===== config.mk =====
export PLATFORM = sky130hd
export DESIGN_NAME = snn_infer_ctrl
export DESIGN_NICKNAME = d
export VERILOG_FILES = /design/src/rtl/snn_pkg.sv /design/src/rtl/snn_mac.sv /design/src/rtl/snn_infer_ctrl.sv
export SDC_FILE = /design/constraint.sdc
export NUM_CORES = 1
export LEC_CHECK = 0
export CAP_MARGIN = 40
export CORE_UTILIZATION = 50
export DETAILED_ROUTE_END_ITERATION = 8
export PLACE_DENSITY_LB_ADDON = 0.1
export SLEW_MARGIN = 20
export SYNTH_ARGS = -nofsm -noshare
export SYNTH_HDL_FRONTEND = slang
export SYNTH_HIERARCHICAL = 1
export SYNTH_SLANG_ARGS = --single-unit

===== constraint.sdc =====
create_clock -name clk -period 17.18 [get_ports clk]
set_clock_uncertainty 0.2 [all_clocks]
set_input_delay 5.154 -clock clk [delete_from_list [all_inputs] [get_ports clk]]
set_output_delay 5.154 -clock clk [all_outputs]
set_load 0.05 [all_outputs]

===== src/rtl/snn_pkg.sv =====
// Shared defaults, state encoding and weight-ROM layout for the SNN inference sequencer.
package snn_pkg;

  localparam int IN_NUM_DEF  = 784;
  localparam int HID_NUM_DEF = 32;
  localparam int OUT_NUM_DEF = 10;
  localparam int ACC_W_DEF   = 24;
  localparam int SHIFT_DEF   = 4;

  // Output-layer weights start right after the hidden-layer block in the ROM.
  localparam int L2_BASE = HID_NUM_DEF * IN_NUM_DEF;

  typedef enum logic [2:0] {
    IDLE,
    L1_ISSUE,
    L1_DRAIN,
    L1_WR,
    L2_ISSUE,
    L2_DRAIN,
    L2_WR,
    FIN
  } state_t;

endpackage


===== src/rtl/snn_mac.sv =====
// Signed multiply-accumulate shared by both layers: unsigned 8-bit activation times signed 8-bit weight.
module snn_mac
  import snn_pkg::*;
#(
  parameter int ACC_W = ACC_W_DEF
) (
  input  logic                    clk,
  input  logic                    rst,
  input  logic                    clr,
  input  logic                    en,
  input  logic [7:0]              a,
  input  logic [7:0]              b,
  output logic signed [ACC_W-1:0] acc
);

  logic signed [ACC_W-1:0] a_ext;
  logic signed [ACC_W-1:0] b_ext;
  logic signed [ACC_W-1:0] prod;

  assign a_ext = {{(ACC_W-8){1'b0}}, a};
  assign b_ext = {{(ACC_W-8){b[7]}}, b};
  assign prod  = a_ext * b_ext;

  always_ff @(posedge clk or posedge rst) begin
    if (rst)
      acc <= '0;
    else if (clr)
      acc <= '0;
    else if (en)
      acc <= acc + prod;
  end

endmodule


===== src/rtl/snn_infer_ctrl.sv =====
// Inference sequencer for a 784->32->10 fully-connected SNN: walks the input buffer, streams
// weights from an external ROM, stores ReLU/saturated hidden activations and reports the argmax.
//
// state    | meaning
// IDLE     | waiting for start; counters and w_addr parked at 0
// L1_ISSUE | present in_addr/w_addr for one hidden-neuron input term
// L1_DRAIN | accumulate the last hidden term still in flight
// L1_WR    | ReLU, shift, saturate into hid[n]; clear accumulator
// L2_ISSUE | present hidden index and output weight address
// L2_DRAIN | accumulate the last output term still in flight
// L2_WR    | argmax update; clear accumulator
// FIN      | done pulse with digit valid
module snn_infer_ctrl
  import snn_pkg::*;
#(
  parameter int IN_NUM  = IN_NUM_DEF,
  parameter int HID_NUM = HID_NUM_DEF,
  parameter int OUT_NUM = OUT_NUM_DEF,
  parameter int ACC_W   = ACC_W_DEF,
  parameter int SHIFT   = SHIFT_DEF
) (
  input  logic        clk,
  input  logic        rst,
  input  logic        start,
  output logic [9:0]  in_addr,
  input  logic        in_q,
  output logic [14:0] w_addr,
  input  logic [7:0]  w_data,
  output logic        busy,
  output logic        done,
  output logic [3:0]  digit
);

  localparam int NW = (HID_NUM > 1) ? $clog2(HID_NUM) : 1;
  localparam logic [9:0]              I_LAST = 10'(IN_NUM - 1);
  localparam logic [NW-1:0]           H_LAST = NW'(HID_NUM - 1);
  localparam logic [3:0]              K_LAST = 4'(OUT_NUM - 1);
  localparam logic signed [ACC_W-1:0] SAT    = ACC_W'(255);

  state_t state, state_nxt;

  logic [9:0]              i_cnt;
  logic [NW-1:0]           n_cnt;
  logic [NW-1:0]           j_cnt;
  logic [3:0]              k_cnt;
  logic [14:0]             w_cnt;
  logic [7:0]              hid [HID_NUM];
  logic [7:0]              hid_q;
  logic                    pend;
  logic                    l2_q;
  logic                    mac_clr;
  logic [7:0]              mac_a;
  logic signed [ACC_W-1:0] acc;
  logic signed [ACC_W-1:0] acc_sh;
  logic signed [ACC_W-1:0] best;
  logic [3:0]              idx;
  logic                    better;
  logic [7:0]              hid_val;

  always_ff @(posedge clk or posedge rst) begin
    if (rst)
      state <= IDLE;
    else
      state <= state_nxt;
  end

  always_comb begin
    state_nxt = state;
    case (state)
      IDLE:     if (start) state_nxt = L1_ISSUE;
      L1_ISSUE: if (i_cnt == I_LAST) state_nxt = L1_DRAIN;
      L1_DRAIN: state_nxt = L1_WR;
      L1_WR:    state_nxt = (n_cnt == H_LAST) ? L2_ISSUE : L1_ISSUE;
      L2_ISSUE: if (j_cnt == H_LAST) state_nxt = L2_DRAIN;
      L2_DRAIN: state_nxt = L2_WR;
      L2_WR:    state_nxt = (k_cnt == K_LAST) ? FIN : L2_ISSUE;
      FIN:      state_nxt = IDLE;
      default:  state_nxt = IDLE;
    endcase
  end

  assign busy    = (state != IDLE) && (state != FIN);
  assign done    = (state == FIN);
  assign in_addr = i_cnt;
  assign w_addr  = w_cnt;
  assign mac_clr = (state == IDLE) || (state == L1_WR) || (state == L2_WR);
  // Layer 1 multiplies by the input bit, so the weight passes through or is zeroed.
  assign mac_a   = l2_q ? hid_q : {7'b0, in_q};

  snn_mac #(.ACC_W(ACC_W)) u_mac (
    .clk (clk),
    .rst (rst),
    .clr (mac_clr),
    .en  (pend),
    .a   (mac_a),
    .b   (w_data),
    .acc (acc)
  );

  assign acc_sh = acc >>> SHIFT;
  // Strict compare keeps the lowest index on ties; the first output always seeds best.
  assign better = (k_cnt == 4'd0) || (acc > best);

  always_comb begin
    hid_val = 8'd0;
    if (!acc[ACC_W-1])
      hid_val = (acc_sh > SAT) ? 8'hFF : acc_sh[7:0];
  end

  always_ff @(posedge clk or posedge rst) begin
    if (rst) begin
      i_cnt <= '0;
      n_cnt <= '0;
      j_cnt <= '0;
      k_cnt <= '0;
      w_cnt <= '0;
      hid_q <= '0;
      pend  <= 1'b0;
      l2_q  <= 1'b0;
      best  <= '0;
      idx   <= '0;
      digit <= '0;
      for (int h = 0; h < HID_NUM; h++)
        hid[h] <= '0;
    end else begin
      // Operands return one cycle after issue, matching the registered buffer and ROM.
      pend  <= (state == L1_ISSUE) || (state == L2_ISSUE);
      l2_q  <= (state == L2_ISSUE);
      hid_q <= hid[j_cnt];
      case (state)
        IDLE: begin
          i_cnt <= '0;
          n_cnt <= '0;
          j_cnt <= '0;
          k_cnt <= '0;
          w_cnt <= '0;
        end
        L1_ISSUE: begin
          w_cnt <= w_cnt + 15'd1;
          i_cnt <= (i_cnt == I_LAST) ? 10'd0 : i_cnt + 10'd1;
        end
        L1_WR: begin
          hid[n_cnt] <= hid_val;
          n_cnt      <= (n_cnt == H_LAST) ? '0 : n_cnt + 1'b1;
        end
        L2_ISSUE: begin
          w_cnt <= w_cnt + 15'd1;
          j_cnt <= (j_cnt == H_LAST) ? '0 : j_cnt + 1'b1;
        end
        L2_WR: begin
          if (better) begin
            best <= acc;
            idx  <= k_cnt;
          end
          if (k_cnt == K_LAST) begin
            digit <= better ? k_cnt : idx;
            k_cnt <= '0;
          end else begin
            k_cnt <= k_cnt + 4'd1;
          end
        end
        default: ;
      endcase
    end
  end

endmodule


## Word level (Yosys, flattened, before mapping)

Cells that the tools add are included.

- Add/subtract/negate cells: 6
- $mul: 1
- Order comparisons: 5
- Equality and inequality tests: 15
- Mux-type cells: 27
- Bitwise logic cells: 2
- Reduce and logical (&&, ||, !) cells: 19

Operators with widths:

| operator | number |
|---|---|
| bitwise mux 256 bit | 1 |
| two-way mux 24 bit | 2 |
| two-way mux 8 bit | 6 |
| binary-select mux 8 bit (select 5 bit) | 1 |
| demux 8 bit (select 5 bit) | 1 |
| one-hot mux 15 bit (2 select lines) | 1 |
| adder 24 x 17 -> 24 bit | 1 |
| greater-than comparator 24 bit | 1 |
| one-hot mux 3 bit (8 select lines) | 1 |
| greater-than comparator 20 x 9 -> 1 bit, second input constant | 1 |
| one-hot mux 10 bit (2 select lines) | 1 |
| one-hot mux 5 bit (2 select lines) | 2 |
| multiplier 9 x 8 -> 17 bit | 1 |
| adder 15 x 1 -> 15 bit, second input constant | 1 |
| == test 3 bit, second input constant | 4 |
| >= comparator 6 bit, second input constant | 2 |
| two-way mux 3 bit | 4 |
| NOT 5 -> 6 bit | 2 |
| nonzero test 2 bit | 6 |
| adder 10 x 1 -> 10 bit, second input constant | 1 |
| adder 5 x 1 -> 5 bit, second input constant | 2 |
| == test 10 bit, second input constant | 1 |
| == test 5 bit, second input constant | 2 |
| two-way mux 10 bit | 1 |
| 20 further kinds | 29 |

- Register bits: 364
- Bits of input ports: 12
- Output and inout port bits: 31
- Word-level logic and storage cells: 120

## Longest topological paths before layout

Gate-level depths: netlist of the first run.

- Word-level depth: 6
- Depth in mapped cells: 20
- Depth with buffers taken out: 20

## Cells and area by module

The synthesis of the first run kept the hierarchy.

Modules (own cells, without submodules):

| module | instances | cells each | area each (sq um) | seq. area each (sq um) |
|---|---|---|---|---|
| snn_infer_ctrl | 1 | 1324 | 15936.5 | 8508.2 |
| snn_mac | 1 | 462 | 4279.1 | 600.6 |

## Worst setup path after synthesis of the first run

No wires, ideal clock.

- Path kind: input-to-reg
- Start: in in_q
- End: reg u_mac.acc[23]
- Arrival: 9.759 ns
- Slack: 7.152 ns
- Stages: 16
- Cells stage by stage: mux2_2 > nand2b_1 > fa_1 > fa_1 > inv_1 > fa_1 > fa_1 > fa_1 > ha_1 > a21o_1 > a21oi_2 > o21ai_2 > a221oi_4 > nand3_1 > a211o_1 > nand3_1

- Word-level cells in the longest chain between the ends: 5

Ends and longest elaborated chain:

| item | RTL line | text |
|---|---|---|
| start, declared | snn_infer_ctrl.sv:26 | `input logic in_q,` |
| two-way mux 8 bit | snn_infer_ctrl.sv:88 | `assign mac_a = l2_q ? hid_q : {7'b0, in_q};` |
| multiplier 9 x 8 -> 17 bit | snn_mac.sv:22 | `assign prod = a_ext * b_ext;` |
| adder 24 x 17 -> 24 bit | snn_mac.sv:30 | `acc <= acc + prod;` |
| two-way mux 24 bit | snn_mac.sv:29 | `else if (en)` |
| two-way mux 24 bit | snn_mac.sv:27 | `else if (clr)` |
| end signal, assigned | snn_mac.sv:30 |  |
| end, declared | snn_mac.sv:13 | `output logic signed [ACC_W-1:0] acc` |

Every way passes these cells. The select of a mux whose other input is x is not followed.
A chain may end at the register's enable or synchronous reset.

## Worst setup path in the final report of the first run

- Start: in w_data[7]
- End: reg u_mac.acc[23]

- Word-level cells in the longest chain between the ends: 4

Ends and longest elaborated chain:

| item | RTL line | text |
|---|---|---|
| start, declared | snn_infer_ctrl.sv:28 | `input logic [7:0] w_data,` |
| multiplier 9 x 8 -> 17 bit | snn_mac.sv:22 |  |
| adder 24 x 17 -> 24 bit | snn_mac.sv:30 |  |
| two-way mux 24 bit | snn_mac.sv:29 |  |
| two-way mux 24 bit | snn_mac.sv:27 |  |

Every way passes these cells. The select of a mux whose other input is x is not followed.

==> results.md, run 1 <==
- Summed over all cells, the static leakage comes to 10.6 nW.
- The die is 203 um tall.
- A synthesized cell averages 11.3 um2.
- The synthesized cell area is ~20000 um2.
- Of all nets on the critical path, the largest fanout is 12.
- The number of flops mapped to enable cells by yosys is 0.
- The growth of design area from synthesis to finish is 12.6%.
- Setup repair after global routing left no endpoint under its margin.
- The worst-case register-to-register setup slack is 11.35 ns.
- At the placement stage, the worst setup path has a slack of a little over 6 ns.
- The worst hold path startpoint is hid[197].
- Measured against the total synthesized area, the mux share comes to 0.187.
- In this run, the number of DRC markers left after iteration 0 of detailed routing was approximately 750.
- The floorplan has 73 rows.
- The number of nets produced by synthesis is about 2000.
- Post-CTS repair changed the size of 0 cells.
- Walking the worst path, the cells encountered are clkdlybuf4s50_1 -> inv_1 -> fa_1 -> inv_1 -> fa_1 -> fa_1 -> fa_1 -> fa_1 -> ha_1 -> a21o_1 -> a21oi_2 -> o21ai_2 -> a221oi_4 -> nand3_1 -> a211o_1 -> nand3_1.
- The number of cells on the worst reg-to-reg path is 16.
- Of the total power, the clock network draws 0.343.
- The kind of launch point of the worst setup path is an input pin.
- Subtracting the final worst setup slack from the clock period gives 10.37 ns.
- In the post-route analysis, the smallest setup slack over all paths is 6.81 ns.
- The startpoint-to-endpoint class of the critical path is in2reg.
- The slowest cell on the critical path is sky130_fd_sc_hd__clkdlybuf4s50_1.
- The worst reg2reg path startpoint is l2_q.
- The total congestion overflow after global routing is 0.
- The clock passes through at most 3 buffers.
- Summed over all failing endpoints, the final setup total negative slack is 0 ns.
- The iteration count of the initial detailed-routing pass is 5.
- The number of clock buffers added by TritonCTS is 41.
- Detailed placement finished with a half-perimeter wire length of 33.6 mm.
- The xor/xnor cell area share of the yosys netlist is 0.00823.
- Internal power comes to between 1.5 and 2 mW.
- The sink of the worst hold path is hid[197].
- The slew at the pin with the worst max-slew slack is 0.865 ns.
- The worst max-slew margin expressed relative to the limit is 0.421.
- The run finished with clean final reports.
- At the later pin of the worst-skew pair, clock insertion delay measures ~0.57 ns.
- The clock slew seen by the registers of the worst setup and hold paths is 0.06 ns.
- For this run, the register share of the synthesized area comes to 0.451.
- The wire length reported by the detailed router is 47.1 mm.
- The worst register-to-register path ends at u_mac/acc[23].
- The number of warnings issued by yosys is 6.
- STA classifies the critical path endpoint as a flip-flop.
- Of the total power, registers draw 0.363.
- The routed layout has 13400 vias.
- The die area is 41200 um2.
- In this run, synthesis produced a sequential element count of 364.
- Among cell families on the critical path, the largest total delay comes from adder cells.
- Max-cap violations in this run came to 0.
- The filler cells instantiated in the layout total 3446.
- In the final layout, the share of cells above drive strength 1 is 0.199.
- The number of distinct library cells after synthesis is 66.
- The tightest min-delay check is of the reg2reg type.
- The most used flip-flop cell after synthesis is sky130_fd_sc_hd__dfrtp_1.
- The logic depth of the worst setup path including buffers is 16.
- Of the total power, the share spent switching nets is 0.340.
- The sum of internal, switching and leakage power is 2.63 mW.
- The starting density of the core is 0.508.
- The final net count is 1995.
- The final clock period utilization by the worst path is 0.604.
- TritonCTS built the clock tree.
- The total track usage is 0.242.
- The most numerous cell type found on the critical path is sky130_fd_sc_hd__fa_1.
- Data arrives at the worst endpoint at 10.67 ns.
- The delay contributed by the slowest stage of the critical path is 0.82 ns.
- Using the TritonRoute via totals, the vias-per-cell ratio works out to 5.66.
- The number of antenna violations at the first check in global routing is 0.
- The worst path required time is roughly 17 ns.
- The region available for standard cell placement spans ~40000 um2.
- Together, buffers and inverters on the worst path number 3.
- The synthesized-area fraction occupied by adder cells is 0.121.
- between 40 and 50 I/O pins were placed.
- The die outline width is between 200 and 250 um.
- The number of global-route vias before repair is about 14000.
- Along the worst hold path, the cell count comes to 2.
- The count of port buffers added during placement is 42.
- The count of nets left with antenna violations once routing finished came out at 0.
- The number of slew-limit violations in the final report is 0.
- Buffers inserted to repair hold after CTS numbered 0.
- The highest clock frequency the design can meet is a little under 0.1 GHz.
- The detailed-route DRC error count is 0.
- The detailed-route wire length per cell is 19.8 um.
- The weighted congestion reported at the end of routability-driven placement is 0.808.
- The async set-or-reset flop fraction in the synthesized netlist is 1.00.
- The fraction of power consumed by combinational cells is 0.294.
- The CTS sink count is 364.
- By area, the combinational part of the netlist is dominated by multiplexers.
- Final hold analysis gives a worst-case slack of 0.274 ns.
- The number of diodes added for antenna fixing is 0.
- The level count of the clock H-tree is 2.
- The cell chosen for the clock root is sky130_fd_sc_hd__clkbuf_16.
- Entering global routing, the biggest net connects about 120 pins.
- The total power divided by cell area is 115 nW/um2.
- The count of mapped cells out of synthesis is 1786.
- The compound-gate portion of the synthesized area was 0.0896.
- The global-route wire length before repair is between 70 and 80 mm.
- The number of buffers inserted to repair setup after CTS is 0.
- The simple logic cell fraction of the synthesized area is 0.108.
- The maximum resistive drop on vdd is 0.0842 mV.
- In this run the power spent charging and discharging nets is 894 uW.
- The count of final setup violators is 0.
- The final-report hold violation count is 0.
synth_stat cells (12+ instances only):
library cell,number,area [um2]
sky130_fd_sc_hd__a21o_1,12,90.1
sky130_fd_sc_hd__a21oi_1,43,215
sky130_fd_sc_hd__and2_1,43,269
sky130_fd_sc_hd__clkbuf_1,72,270
sky130_fd_sc_hd__dfrtp_1,364,9110
sky130_fd_sc_hd__fa_1,52,1040
sky130_fd_sc_hd__ha_1,112,1400
sky130_fd_sc_hd__inv_1,104,390
sky130_fd_sc_hd__mux2_2,163,1840
sky130_fd_sc_hd__mux2i_1,13,130
sky130_fd_sc_hd__mux4_2,80,1800
sky130_fd_sc_hd__nand2_1,244,916
sky130_fd_sc_hd__nand2b_1,13,81.3
sky130_fd_sc_hd__nand3_1,28,140
sky130_fd_sc_hd__nand4_1,12,75.1
sky130_fd_sc_hd__nor2_1,87,327
sky130_fd_sc_hd__nor3_1,12,60.1
sky130_fd_sc_hd__o21ai_0,183,916
sky130_fd_sc_hd__xnor2_1,12,105
registers in the layout, indices dropped and copies added (netlist names):
name	cells
state	3
hid	256
j_cnt	5
best	24
in_addr	10
w_addr	15
pend	1
hid_q	8
digit	4
n_cnt	5
l2_q	1
u_mac/acc	24
k_cnt	4
idx	4
power by group through the flow:
stage / sequential [mW] / combinational (mW) / clock (mW)
2_1_floorplan: 0.938 / 0.586 / 0
3_3_place_gp: 0.969 / 0.732 / 0
3_5_place_dp: 0.970 / 0.768 / 0
4_1_cts: 0.955 / 0.776 / 0.925
5_1_grt: 0.961 / 0.888 / 0.961
6_report: 0.955 / 0.772 / 0.902
tightest hold or removal path, stage by stage (launching register included):
cell                      delay (ns)
sky130_fd_sc_hd__dfrtp_1        0.34
sky130_fd_sc_hd__nand2_1        0.04
sky130_fd_sc_hd__o21ai_0        0.06
cells in the final DEF (no fill, tap or decap), types with 24 or more instances in the layout:
master,count
sky130_fd_sc_hd__nand3_1,28
sky130_fd_sc_hd__o21ai_0,182
sky130_fd_sc_hd__buf_4,24
sky130_fd_sc_hd__and2_1,43
sky130_fd_sc_hd__nor2_1,87
sky130_fd_sc_hd__mux4_2,80
sky130_fd_sc_hd__mux2_2,163
sky130_fd_sc_hd__clkbuf_16,42
sky130_fd_sc_hd__nand2_1,244
sky130_fd_sc_hd__ha_1,112
sky130_fd_sc_hd__clkdlybuf4s50_1,42
sky130_fd_sc_hd__a21oi_1,43
sky130_fd_sc_hd__inv_1,103
sky130_fd_sc_hd__fa_1,52
sky130_fd_sc_hd__dfrtp_1,362
layer usage:
layer	part of all wire	global-route usage	vias up	wire length [um]
met2	0.47	0.380	229	21900
met3	0.036	0.0340	83	1690
met4	0.035	0.0940	0	1630
li1	-	-	6314	-
met5	0	0	-	0
met1	0.46	0.342	6816	21900
worst max-delay path by stage:
| stage | startpoint | endpoint |
|---|---|---|
| floorplan | rst | best[0] |
| finish | w_data[7] | u_mac/acc[23] |
| CTS | w_data[7] | u_mac/acc[23] |
| global route | w_data[7] | u_mac/acc[23] |
| global placement | w_data[7] | u_mac/acc[23] |
| detailed placement | w_data[7] | u_mac/acc[23] |
stage by stage:
| stage | cell area (um2) | std cells | utilization |
|---|---|---|---|
| 2_1_floorplan | 20200 | 1786 | - |
| 3_3_place_gp | 21000 | 2277 | 0.528 |
| 3_5_place_dp | 21300 | 2296 | 0.534 |
| 4_1_cts | 22700 | 2370 | 0.570 |
| 5_1_grt | 22800 | 2375 | 0.572 |
| 6_report | 22800 | 2375 | 0.572 |
cell type report:
| type | instances | area (um2) | share of cell area |
|---|---|---|---|
| clock buffers | 61 | 1220 | 0.0537 |
| repair buffers | 75 | 812 | 0.0357 |
| flip-flops and latches | 364 | 9110 | 0.400 |
| well taps | 525 | 657 | 0.0289 |
| clock inverters | 13 | 179 | 0.00786 |
| inverters | 106 | 405 | 0.0178 |
| multi-input cells | 1231 | 10400 | 0.456 |
logic make-up (layout without fill, tap and decap cells):
logic type,count (synthesis),in the layout
muxes,257,257
AOI/OAI and AO/OA,308,308
adders and majority gates,164,164
DFF,364,364
xor gates and xnor gates,19,19
and+or+nand+nor,483,483
buffers and inverters,191,255
Note: power is estimated with default switching activity, not from simulation.
==> inputs of run 2 (changes only) <==
clock period = 9.2 ns   (was 17.18 ns; I/O delays follow)
==> run 2 against run 1 <==
Sequential cell count is the same. Wire length shrank 0.47%. Sequential power grew 86%. Highest routed layer is now met5.
==> results.md, run 2 (synthesis gave the netlist of run 1 again) <==
- The flow ran to the end, and the final reports show no timing, DRC or antenna violations.
- The number of antenna violations at the first check in global routing is 1 (+1).
- The count of port buffers added during placement is 42 (unchanged).
- The area of combinational cells with multiple inputs is 10400 um2 (unchanged).
- The path with the worst hold slack has its endpoint at hid[231].
- The largest net degree at the start of global routing is 171 (+49%).
- The number of slew-limit violations in the final report is 0 (unchanged).
- The number of global-route vias before repair is 13900 (+0.90%).
- The global-route wire length before repair was 77.5 mm (-0.11%).
- The area of the core is 39800 um2 (unchanged).
- The number of antenna-violating nets in the routed design is 0 (unchanged).
- The top-level I/O count is 43 (unchanged).
- The number of buffers inserted to repair setup after CTS is 0 (unchanged).
- The worst reg2reg path startpoint is l2_q.
- The count of max-cap constraint violations is 0 (unchanged).
- The worst endpoint data arrival time is 8.18 ns (-2.49 ns).
- The final worst hold slack is 0.273 ns (-0.000898 ns).
- The half-perimeter wire length of the detailed placement result was 33.3 mm (-0.77%).
- The final clock period utilization by the worst path is 0.857.
- The clock slew seen by the registers of the worst setup and hold paths is 0.06 ns (about the same).
- The post-place setup slack is 0.755 ns (-5.44 ns).
- The final-report hold violation count came to 0 (unchanged).
- The slew at the pin with the worst max-slew slack came to 0.958 ns (+0.0931 ns).
- The weighted congestion reported at the end of routability-driven placement is 0.819 (+1.4%).
- The via count normalized by instance count came to 5.65 (about the same).
- The detailed-route DRC error count is 0 (unchanged).
- The number of buffers added to fix hold violations after cts is 0 (unchanged).
- The storage element area is 9110 um2 (unchanged).
- The min-delay analysis places its worst path in the category reg2reg.
- The total power divided by cell area is 217 nW/um2 (+87%).
- The CTS tree is built.
- The cell row count came to 73 (unchanged).
- The die area was 41200 um2 (unchanged).
- The number of diodes added for antenna fixing is 0 (unchanged).
- The library cell used most frequently in the layout, excluding fill and tap cells, is sky130_fd_sc_hd__dfrtp_1.
- The maximum resistive drop on vdd is 0.149 mV (+78%).
- The number of flip-flops under the largest register name is 256 (unchanged).
- The maximum fanout encountered on the critical timing path came to 8 (-4).
- The aggregate negative setup slack is 0 ns (unchanged).
- The total congestion overflow after global routing is 0 (unchanged).
- The final net count came to 1996 (+0.050%).
- Leaving out fill and tap cells, the most frequent cells in the layout are 362 x sky130_fd_sc_hd__dfrtp_1, 244 x sky130_fd_sc_hd__nand2_1, 182 x sky130_fd_sc_hd__o21ai_0, 163 x sky130_fd_sc_hd__mux2_2, 112 x sky130_fd_sc_hd__ha_1.
- The filler cell count is 3410 (-1.0%).
- The time the worst path needs with I/O delays and setup is 7.89 ns.
- The quantity of gates resized following cts is 0 (unchanged).
- The number of buffers added by the clock tree synthesis step is 42 (+2.4%).
- From synthesis to final layout, the design area changed by 12.4%.
- The wire length reported by the detailed router was 46.9 mm (-0.47%).
- The starting density of the core is 0.508 (unchanged).
- The worst hold path startpoint is hid[231].
- The largest register by flop count is hid.
- The clock latency on the worst-skew pair was 0.56 ns (about the same).
- The iteration-0 DRC count of the detailed router is 754 (+0.94%).
- The worst max-slew margin expressed relative to the limit is 0.362 (-0.0599).
- The total track usage came to 0.240 (-0.00215).
- The chip height is 203 um (unchanged).
- The detailed-route wire length per cell is 19.7 um (-0.47%).
- The startpoint-to-endpoint class of the critical path is in2reg.
- The worst setup path is captured at a flip-flop.
- The leakage power total is 10.6 nW (-0.15%).
- The total number of vias is 13400 (-0.089%).
- The worst-case register-to-register setup slack is 3.27 ns (-8.08 ns).
- The iteration count of the initial detailed-routing pass is 5 (unchanged).
- Setup repair after global routing left no endpoint under its margin.
- The maximum count of clock buffers along a single path is 3 (unchanged).
- The sum of internal, switching and leakage power is 4.92 mW (+87%).
- The layout cell share with drive strength beyond 1 is 0.198 (-0.000541).
- STA classifies the critical path startpoint as an input pin.
- The count of final setup violators is 0 (unchanged).
- The cell depth of the worst min-delay path is 2 (unchanged).
- The largest registers in the layout are hid x256, best x24, u_mac/acc x24.
- The critical register-to-register path endpoint is u_mac/acc[23].
- The level count of the clock H-tree is 2 (unchanged).
- The cell chosen for the clock root is sky130_fd_sc_hd__clkbuf_16.
- The worst reg-to-reg path cell count was 16 (unchanged).
- The CTS sink count is 364 (unchanged).
- The die outline width is 203 um (unchanged).
- The worst path required time was 9.49 ns (-7.99 ns).
- Based on the critical path, the design can be clocked at up to 0.127 GHz.
- The worst-case setup margin in the final layout is 1.31 ns (-5.49 ns).
-- run 2: layout make-up --
class / count / share of cell area
clock buffers: 62 / 0.0544
flip-flops and latches: 364 / 0.401
repair buffers: 75 / 0.0342
clock inverters: 12 / 0.00749
multi-input cells: 1231 / 0.456
well taps: 525 / 0.0289
inverters: 106 / 0.0177
-- run 2: critical path: stages --
cell and delay, ns:
sky130_fd_sc_hd__clkdlybuf4s50_1 0.40, sky130_fd_sc_hd__mux2_2 0.34, sky130_fd_sc_hd__nand2b_1 0.19, sky130_fd_sc_hd__fa_1 0.53, sky130_fd_sc_hd__fa_1 0.56, sky130_fd_sc_hd__inv_1 0.06, sky130_fd_sc_hd__fa_1 0.52, sky130_fd_sc_hd__fa_1 0.57
sky130_fd_sc_hd__fa_1 0.42, sky130_fd_sc_hd__ha_1 0.38, sky130_fd_sc_hd__a21o_1 0.21, sky130_fd_sc_hd__a21oi_2 0.16, sky130_fd_sc_hd__o21ai_2 0.11, sky130_fd_sc_hd__a221oi_4 0.41, sky130_fd_sc_hd__nand3_1 0.18, sky130_fd_sc_hd__a211o_1 0.29
sky130_fd_sc_hd__nand3_1 0.07
-- run 2: worst max-delay path by stage --
stage               startpoint       endpoint  slack (ns)
floorplan                 in_q  u_mac/acc[23]        1.57
global placement          in_q  u_mac/acc[23]        0.82
detailed placement        in_q  u_mac/acc[23]        0.75
CTS                       in_q  u_mac/acc[23]        1.34
global route              in_q  u_mac/acc[20]        1.09
finish                    in_q  u_mac/acc[23]        1.31
-- run 2: power by group --
part	internal (mW)	switching [mW]	total (mW)	leakage, nW
sequential	1.67	0.110	1.78	4.99
clock	1.04	0.664	1.70	0.691
combinational	0.560	0.881	1.44	4.94
total	3.27	1.65	4.92	10.6
-- run 2: metal layers --
layer | up-vias | track usage | share of wire
met1 | 6773 | 0.339 | 0.46
met4 | 2 | 0.0913 | 0.033
met2 | 244 | 0.375 | 0.46
met3 | 74 | 0.0371 | 0.041
li1 | 6337 | - | -
met5 | - | 0 | 0.00028
-- run 2: through the flow --
step,instances,instance area (um2),utilization
after floorplan,1786,20200,-
after global placement,2279,21100,0.529
after detailed placement,2297,21300,0.534
after CTS,2371,22700,0.570
after global routing,2375,22700,0.571
final,2375,22700,0.571
